File: config.mk
export PLATFORM = sky130hd
export DESIGN_NAME = counter_cmd_tx
export DESIGN_NICKNAME = d
export VERILOG_FILES = /design/src/rtl/counter_cmd_pkg.sv /design/src/rtl/counter_cmd_gap_timer.sv /design/src/rtl/counter_cmd_tx.sv
export SDC_FILE = /design/constraint.sdc
export NUM_CORES = 1
export LEC_CHECK = 0
export ABC_AREA = 1
export CORE_MARGIN = 2
export CORE_UTILIZATION = 52
export DETAILED_ROUTE_END_ITERATION = 10
export PLACE_DENSITY_LB_ADDON = 0.15
export SLEW_MARGIN = 25
export SYNTH_ARGS = -nofsm -noshare
export SYNTH_HDL_FRONTEND = slang
export SYNTH_SLANG_ARGS = --single-unit
File: constraint.sdc
create_clock -name clk -period 2.4 [get_ports clk]
set_input_delay 0.48 -clock clk [delete_from_list [all_inputs] [get_ports clk]]
set_output_delay 0.48 -clock clk [all_outputs]
set_load 0.01 [all_outputs]
File: src/rtl/counter_cmd_pkg.sv
// Shared types and command encodings for the counter command transmitter.
package counter_cmd_pkg;

  localparam int unsigned CMD_W = 2;

  typedef enum logic [1:0] {
    IDLE = 2'd0,
    SEND = 2'd1,
    GAP  = 2'd2,
    DONE = 2'd3
  } cmd_state_e;

  localparam logic [CMD_W-1:0] CMD_HOLD = 2'b00;
  localparam logic [CMD_W-1:0] CMD_INCR = 2'b01;
  localparam logic [CMD_W-1:0] CMD_DECR = 2'b10;

endpackage

File: src/rtl/counter_cmd_gap_timer.sv
// Inter-beat idle timer: after a load of value V, expired rises on the V-th cycle.
module counter_cmd_gap_timer #(
  parameter int unsigned GAP_W = 4
) (
  input  logic             clk,
  input  logic             rst,
  input  logic             load,
  input  logic [GAP_W-1:0] value,
  output logic             expired
);

  logic [GAP_W-1:0] cnt_q, cnt_d;

  // Loading V-1 makes the count-to-zero span exactly V cycles.
  always_comb begin
    cnt_d = cnt_q;
    if (load) begin
      cnt_d = GAP_W'(value - 1'b1);
    end else if (cnt_q != '0) begin
      cnt_d = GAP_W'(cnt_q - 1'b1);
    end
  end

  always_ff @(posedge clk) begin
    if (rst) begin
      cnt_q <= '0;
    end else begin
      cnt_q <= cnt_d;
    end
  end

  assign expired = (cnt_q == '0);

endmodule

File: src/rtl/counter_cmd_tx.sv
// Burst command transmitter driving increment/decrement beats into the counter,
// with abort on counter error.
module counter_cmd_tx
  import counter_cmd_pkg::*;
#(
  parameter int unsigned LEN_W = 8,
  parameter int unsigned GAP_W = 4
) (
  input  logic             clk,
  input  logic             rst,
  input  logic             start_valid,
  output logic             start_ready,
  input  logic             start_dir,
  input  logic [LEN_W-1:0] start_len,
  input  logic [GAP_W-1:0] start_gap,
  output logic             valid,
  output logic [1:0]       in,
  input  logic             incr_decr_error,
  output logic             busy,
  output logic             done,
  output logic             err_seen,
  output logic [LEN_W-1:0] beats_sent
);

  cmd_state_e       state_q, state_d;
  logic             dir_q, dir_d;
  logic [LEN_W-1:0] len_q, len_d;
  logic [GAP_W-1:0] gap_q, gap_d;
  logic [LEN_W-1:0] beats_q, beats_d;
  logic             err_q, err_d;
  logic             valid_q, valid_d;
  logic [1:0]       in_q, in_d;
  logic             busy_q, busy_d;
  logic             done_q, done_d;
  logic             gap_load;
  logic             gap_expired;

  counter_cmd_gap_timer #(
    .GAP_W(GAP_W)
  ) u_gap_timer (
    .clk    (clk),
    .rst    (rst),
    .load   (gap_load),
    .value  (gap_q),
    .expired(gap_expired)
  );

  assign start_ready = ~rst & (state_q == IDLE);

  // Next state; beats_q already includes the beat of the current SEND cycle.
  always_comb begin
    state_d  = state_q;
    dir_d    = dir_q;
    len_d    = len_q;
    gap_d    = gap_q;
    beats_d  = beats_q;
    err_d    = err_q;
    gap_load = 1'b0;

    unique case (state_q)
      IDLE: begin
        if (start_valid && start_ready) begin
          dir_d   = start_dir;
          len_d   = start_len;
          gap_d   = start_gap;
          beats_d = '0;
          err_d   = 1'b0;
          state_d = (start_len == '0) ? DONE : SEND;
        end
      end
      SEND: begin
        if (incr_decr_error) begin
          err_d   = 1'b1;
          state_d = DONE;
        end else if (beats_q == len_q) begin
          state_d = DONE;
        end else if (gap_q != '0) begin
          gap_load = 1'b1;
          state_d  = GAP;
        end else begin
          state_d = SEND;
        end
      end
      GAP: begin
        if (incr_decr_error) begin
          err_d   = 1'b1;
          state_d = DONE;
        end else if (gap_expired) begin
          state_d = SEND;
        end
      end
      DONE: begin
        state_d = IDLE;
      end
      default: begin
        state_d = IDLE;
      end
    endcase

    // A beat is counted on entry to every SEND cycle, saturating at all-ones.
    if (state_d == SEND && beats_d != '1) begin
      beats_d = LEN_W'(beats_d + 1'b1);
    end

    valid_d = (state_d == SEND);
    in_d    = (state_d == SEND) ? (dir_d ? CMD_DECR : CMD_INCR) : CMD_HOLD;
    busy_d  = (state_d != IDLE);
    done_d  = (state_d == DONE);
  end

  always_ff @(posedge clk) begin
    if (rst) begin
      state_q <= IDLE;
      dir_q   <= 1'b0;
      len_q   <= '0;
      gap_q   <= '0;
      beats_q <= '0;
      err_q   <= 1'b0;
      valid_q <= 1'b0;
      in_q    <= CMD_HOLD;
      busy_q  <= 1'b0;
      done_q  <= 1'b0;
    end else begin
      state_q <= state_d;
      dir_q   <= dir_d;
      len_q   <= len_d;
      gap_q   <= gap_d;
      beats_q <= beats_d;
      err_q   <= err_d;
      valid_q <= valid_d;
      in_q    <= in_d;
      busy_q  <= busy_d;
      done_q  <= done_d;
    end
  end

  assign valid      = valid_q;
  assign in         = in_q;
  assign busy       = busy_q;
  assign done       = done_q;
  assign err_seen   = err_q;
  assign beats_sent = beats_q;

endmodule

==> results.json, run 1 <==
{
  "run_status": "completed",
  "cts_max_path_buffers": 2,
  "vias": 1568,
  "grt_antenna_before_repair": 0,
  "fillers": 287,
  "slew-limit-headroom_pct": 70.5,
  "hold_viol": 0,
  "hp-class": "register to register",
  "firstDrtPassIters": 4,
  "synth.area.top_cells": "dfxtp_1, nand2_1, inv_1",
  "worst_pin_slew_ns": 0.442,
  "grt_pass1_wl_mm": 6.38,
  "clock_latency_ns": 0.35,
  "wl_per_cell_um": 11.5,
  "synth_simple_gate_area_share_pct": 31.6,
  "cts_buffers": 5,
  "drive_above_1_share_pct": 11.1,
  "arrival_ns": 1.81,
  "ys_seq_elements": 33,
  "grt-ovfl-total": 0,
  "synth-xor-area-share_pct": 3.97,
  "crit_buf_inv": 3,
  "synth_compound_gate_area_share_pct": 11.3,
  "clock-sinks": 33,
  "die_h_um": 62.3,
  "start_util_pct": 53.3,
  "synth_mux_area_share_pct": 0.567,
  "gp_congestion": 0.868,
  "cts_root_buf": "clkbuf_4",
  "postSynth.asyncResetShare_pct": 0,
  "critPathMaxFanout": 4,
  "synth.distinct_cells": 30,
  "finClkSkew_ns": 0.00792,
  "min_period_over_period_pct": 95.3,
  "fin_crit_ns": 2.29,
  "grt_use_total_pct": 20.8,
  "placed_cell_area_um2": 2130,
  "seq_area_frac_synth_pct": 37.4,
  "grt_pass1_vias": 1462,
  "cp.required_ns": 1.92,
  "fin_cells": 325,
  "cpLargestDelayFamily": "buffers and inverters",
  "synth_edf_count": 0,
  "cts_tree": "yes",
  "synth_top_area_share_pct": 37.4,
  "rows": 21,
  "drc": 0,
  "ant_nets": 0,
  "synth_top_family_by_area": "simple AND/OR/NAND/NOR gates",
  "max_freq_mhz": 437,
  "port_buffers": 31,
  "synthCells": 241,
  "power_density_nw_per_um2": 1030,
  "crit_top_cell": "inv_1",
  "design_area_um2": 2240,
  "synthAdderAreaFrac_pct": 4.96,
  "core_area_um2": 3310,
  "rsz0062_at_grt": "no",
  "nNetsFinal": 302,
  "syn_avg_cell_area_um2": 7.33,
  "finalMaxSlewViolations": 0,
  "grt_max_degree": 18,
  "utilization_pct": 67.6,
  "syn2layout_area_growth_pct": 26.9,
  "routed_wirelength_mm": 3.73,
  "place_inst": 317,
  "setup_viol": 0,
  "synth_area_leader_cell": "dfxtp_1",
  "mappedNetlistArea_um2": 1770,
  "htreeDepth": 2,
  "dpl.hpwl_mm": 2.73,
  "die_x_um": 62.3,
  "cp_cell_sequence": "inv_1 > ha_1 > inv_1 > nor2_2 > clkdlybuf4s50_1",
  "syn_nets": 265,
  "p_leak_uw": 0.00102,
  "critPathMaxStageDelay_ns": 0.57,
  "path_clk_slew_ns": 0.11,
  "pin_count": 32,
  "maxCapViolCount": 0,
  "dieArea_um2": 3880,
  "cp_slowest_cell": "clkdlybuf4s50_1",
  "ys.warnings.count": 0,
  "startpoint_type": "register",
  "cp-end-kind": "output port",
  "cts_hold_buf": 0,
  "synth_ff_type": "dfxtp_1",
  "drtIter0Drc": 69,
  "via_per_inst": 4.82,
  "crit_type": "register to output port",
  "peakVddDrop_uv": 727,
  "n_antenna_cell": 0,
  "tns_ns": 0
}
==> flip-flops by register name, indices dropped and copies added, names as in the netlist <==
name and cells:
len_q 8, u_gap_timer.cnt_q 4, done 1, state_q 2, valid 1, beats_sent 8
dir_q 1, busy 1, err_seen 1, in 2, gap_q 4
==> kinds of logic (layout without fill, tap and decap cells) <==
logic type / count (synthesis) / after routing
muxes: 1 / 1
adders and majority gates: 7 / 7
buffers and inverters: 43 / 81
AOI/OAI and AO/OA: 36 / 36
and+or+nand+nor: 113 / 113
DFF: 33 / 33
xor gates and xnor gates: 8 / 8
==> tightest hold or removal path, stage by stage, from the launching register on <==
cell and delay, ns:
dfxtp_1 0.33, inv_1 0.06, a21oi_1 0.05
==> synthesized netlist by cell type, types with 2 or more instances <==
library cell,instances
clkbuf_1,3
o21ai_0,13
nor4_1,2
nand4_1,9
nand3_1,10
nand2_2,4
inv_1,37
nor2_2,5
nand3_4,2
nand2_1,62
nor2_1,13
ha_1,7
dfxtp_1,33
a21oi_1,19
xor2_1,4
xnor2_1,4
==> metrics by stage <==
step	hold WS (ns)	total power [µW]	setup slack (ns)
after floorplan	0.440	1480	0.319
after global placement	0.459	1760	0.0753
after detailed placement	0.462	1780	0.0281
after CTS	0.479	2310	0.0641
after global routing	0.499	2480	0.0240
final	0.476	2300	0.113
==> final timing paths <==
check	to	startpoint	cells past startpoint	slack [ns]
min	gap_q[2]	gap_q[2]	2	0.48
max reg2reg	beats_sent[0]	state_q[1]	15	0.24
max	start_ready	state_q[1]	5	0.11
min reg2reg	gap_q[2]	gap_q[2]	2	0.48
==> where the power goes <==
group	internal (µW)	switching, µW
registers	671	74.7
logic	410	620
clock network	322	198
==> routing by layer <==
| metal | up-vias | routed length, µm | track usage [%] | share of wire (%) |
|---|---|---|---|---|
| met5 | - | 0 | 0 | 0 |
| met4 | 0 | 51 | 10.0 | 1.4 |
| met3 | 6 | 165 | 4.89 | 4.4 |
| met2 | 29 | 1770 | 34.5 | 48 |
| met1 | 692 | 1740 | 25.6 | 47 |
| li1 | 841 | - | - | - |
==> timing repair <==
action                     CTS  global route
setup endpoints to repair    0             6
buffers inserted             0             0
gates resized for setup      0             3
==> layout by cell type (no fill, tap or decap), drive strengths merged <==
cell | netlist | final
buf | 1 | 4
or2 | 1 | 1
a21oi | 20 | 20
nand4 | 10 | 10
nand2 | 67 | 67
nor2 | 18 | 18
dfxtp | 33 | 33
nand3 | 13 | 13
clkinv | 0 | 1
nor4 | 2 | 2
o21a | 1 | 1
xor2 | 4 | 4
xnor2 | 4 | 4
nor3b | 1 | 1
mux2i | 1 | 1
bufinv | 0 | 2
o21ai | 13 | 13
clkdlybuf4s50 | 0 | 31
o211ai | 1 | 1
nor3 | 1 | 1
a221oi | 1 | 1
inv | 38 | 38
clkbuf | 4 | 5
ha | 7 | 7
==> area by class of cell <==
cell class / count / area (µm²) / share of cell area [%]
multi-input combinational: 165 / 936 / 41.8
sequential: 33 / 661 / 29.5
timing repair buffer: 35 / 340 / 15.2
inverter: 38 / 143 / 6.37
clock inverter: 3 / 65.1 / 2.91
tap: 46 / 57.6 / 2.57
clock buffer: 5 / 37.5 / 1.68
(Power assumes the default switching activity.)
==> inputs of run 2 (changes only) <==
--- a/config.mk
+++ b/config.mk
@@ -9,6 +9,7 @@
 export CORE_MARGIN = 2
 export CORE_UTILIZATION = 52
 export DETAILED_ROUTE_END_ITERATION = 10
+export MAX_ROUTING_LAYER = met4
 export PLACE_DENSITY_LB_ADDON = 0.15
 export SLEW_MARGIN = 25
 export SYNTH_ARGS = -nofsm -noshare
==> results.json, run 2 (same netlist as run 1, synthesis figures left out) <==
{
  "placed_cell_area_um2": 2130,
  "pin_count": 32,
  "clock-sinks": 33,
  "place_ws_ns": 0.0223,
  "maxCapViolCount": 0,
  "min_period_over_period_pct": 94.2,
  "core_area_um2": 3310,
  "gp_congestion": 0.872,
  "crit_type": "register to output port",
  "drtIter0Drc": 72,
  "cts_max_path_buffers": 2,
  "n_antenna_cell": 0,
  "cts_tree": "yes",
  "layout_setup_ws_ns": 0.139,
  "run_status": "completed",
  "hold_viol": 0,
  "worst_pin_slew_ns": 0.437,
  "cp.required_ns": 1.92,
  "drive_above_1_share_pct": 10.4,
  "drc": 0,
  "cts_root_buf": "clkbuf_4",
  "grt_pass1_wl_mm": 6.49,
  "critPathMaxFanout": 4,
  "design_area_um2": 2190,
  "cts_buffers": 5,
  "grt_pass1_vias": 1501,
  "firstDrtPassIters": 5,
  "grt_max_degree": 18,
  "hp-class": "register to register",
  "startpoint_type": "register",
  "peakVddDrop_uv": 606,
  "power_density_nw_per_um2": 950,
  "layout_common_cells": "nand2_1, inv_1, dfxtp_1",
  "cp-end-kind": "output port",
  "grt-ovfl-total": 0,
  "max_freq_mhz": 442,
  "dieArea_um2": 3880,
  "htreeDepth": 2,
  "grt_antenna_before_repair": 0,
  "finalMaxSlewViolations": 0,
  "syn2layout_area_growth_pct": 23.9,
  "finClkSkew_ns": 0.00780,
  "die_h_um": 62.3,
  "cts_setup_buffers": 0,
  "wl_per_cell_um": 11.1,
  "fin_crit_ns": 2.26,
  "tns_ns": 0,
  "p_leak_uw": 0.000995,
  "arrival_ns": 1.78,
  "grt_use_total_pct": 21.4,
  "clock_latency_ns": 0.35,
  "final_common_cell": "nand2_1",
  "rows": 21,
  "via_per_inst": 4.86,
  "dpl.hpwl_mm": 2.70,
  "start_util_pct": 53.3,
  "routed_wirelength_mm": 3.61,
  "die_x_um": 62.3,
  "slew-limit-headroom_pct": 70.9,
  "ant_nets": 0,
  "port_buffers": 31,
  "path_clk_slew_ns": 0.11,
  "nNetsFinal": 302,
  "vias": 1580,
  "setup_viol": 0
}
-- run 2: cell types whose count changed in the layout (fill, tap and decap cells not counted), sizes merged --
| cell | previous run | this run |
|---|---|---|
| bufinv | 2 | 0 |
| clkinv | 1 | 2 |
| clkinvlp | 0 | 1 |
-- run 2: through the flow --
step	hold WS, ns	util [%]	total power [µW]	std cells
2_1_floorplan	0.440	-	1480	241
3_3_place_gp	0.453	64.2	1760	317
3_5_place_dp	0.461	64.2	1770	317
4_1_cts	0.476	65.9	2090	325
5_1_grt	0.503	66.1	2270	325
6_report	0.480	66.1	2080	325
-- run 2: power by group --
group          internal, µW  switching [µW]  total (µW)
registers               671            70.3         742
clock network           110             200         310
logic                   410             616        1030
total                  1190             886        2080
-- run 2: layer usage --
layer / track usage [%] / wire (µm) / vias to the layer above
met5: - / 0 / -
met1: 26.9 / 1740 / 684
met2: 32.6 / 1630 / 38
met3: 5.07 / 163 / 11
li1: - / - / 847
met4: 10.0 / 74 / 0
-- run 2: worst paths after layout --
kind	end	slack, ns	from	cells after the start
setup reg to reg	beats_sent[0]	0.22	state_q[1]	15
hold reg to reg	gap_q[1]	0.48	gap_q[1]	2
setup / recovery	start_ready	0.14	state_q[1]	5
hold / removal	gap_q[1]	0.48	gap_q[1]	2
-- run 2: final cells by class --
class                   instances  area, µm²
fillers                       298       1120
clock buffers                   5       37.5
inverters                      38        143
flip-flops and latches         33        661
well taps                      46       57.6
clock inverters                 3       17.5
multi-input cells             165        931
repair buffers                 35        340
-- run 2: critical path, stage by stage, from the launching register on --
cell and delay (ns):
dfxtp_1 0.35, inv_1 0.14, ha_1 0.18, inv_1 0.05, nor2_2 0.14, clkdlybuf4s50_1 0.57
-- run 2: what timing repair did --
| item | CTS | global route |
|---|---|---|
| hold buffers | 0 | 0 |
| gates resized for setup | 0 | 1 |
| setup endpoints to repair | 0 | 3 |
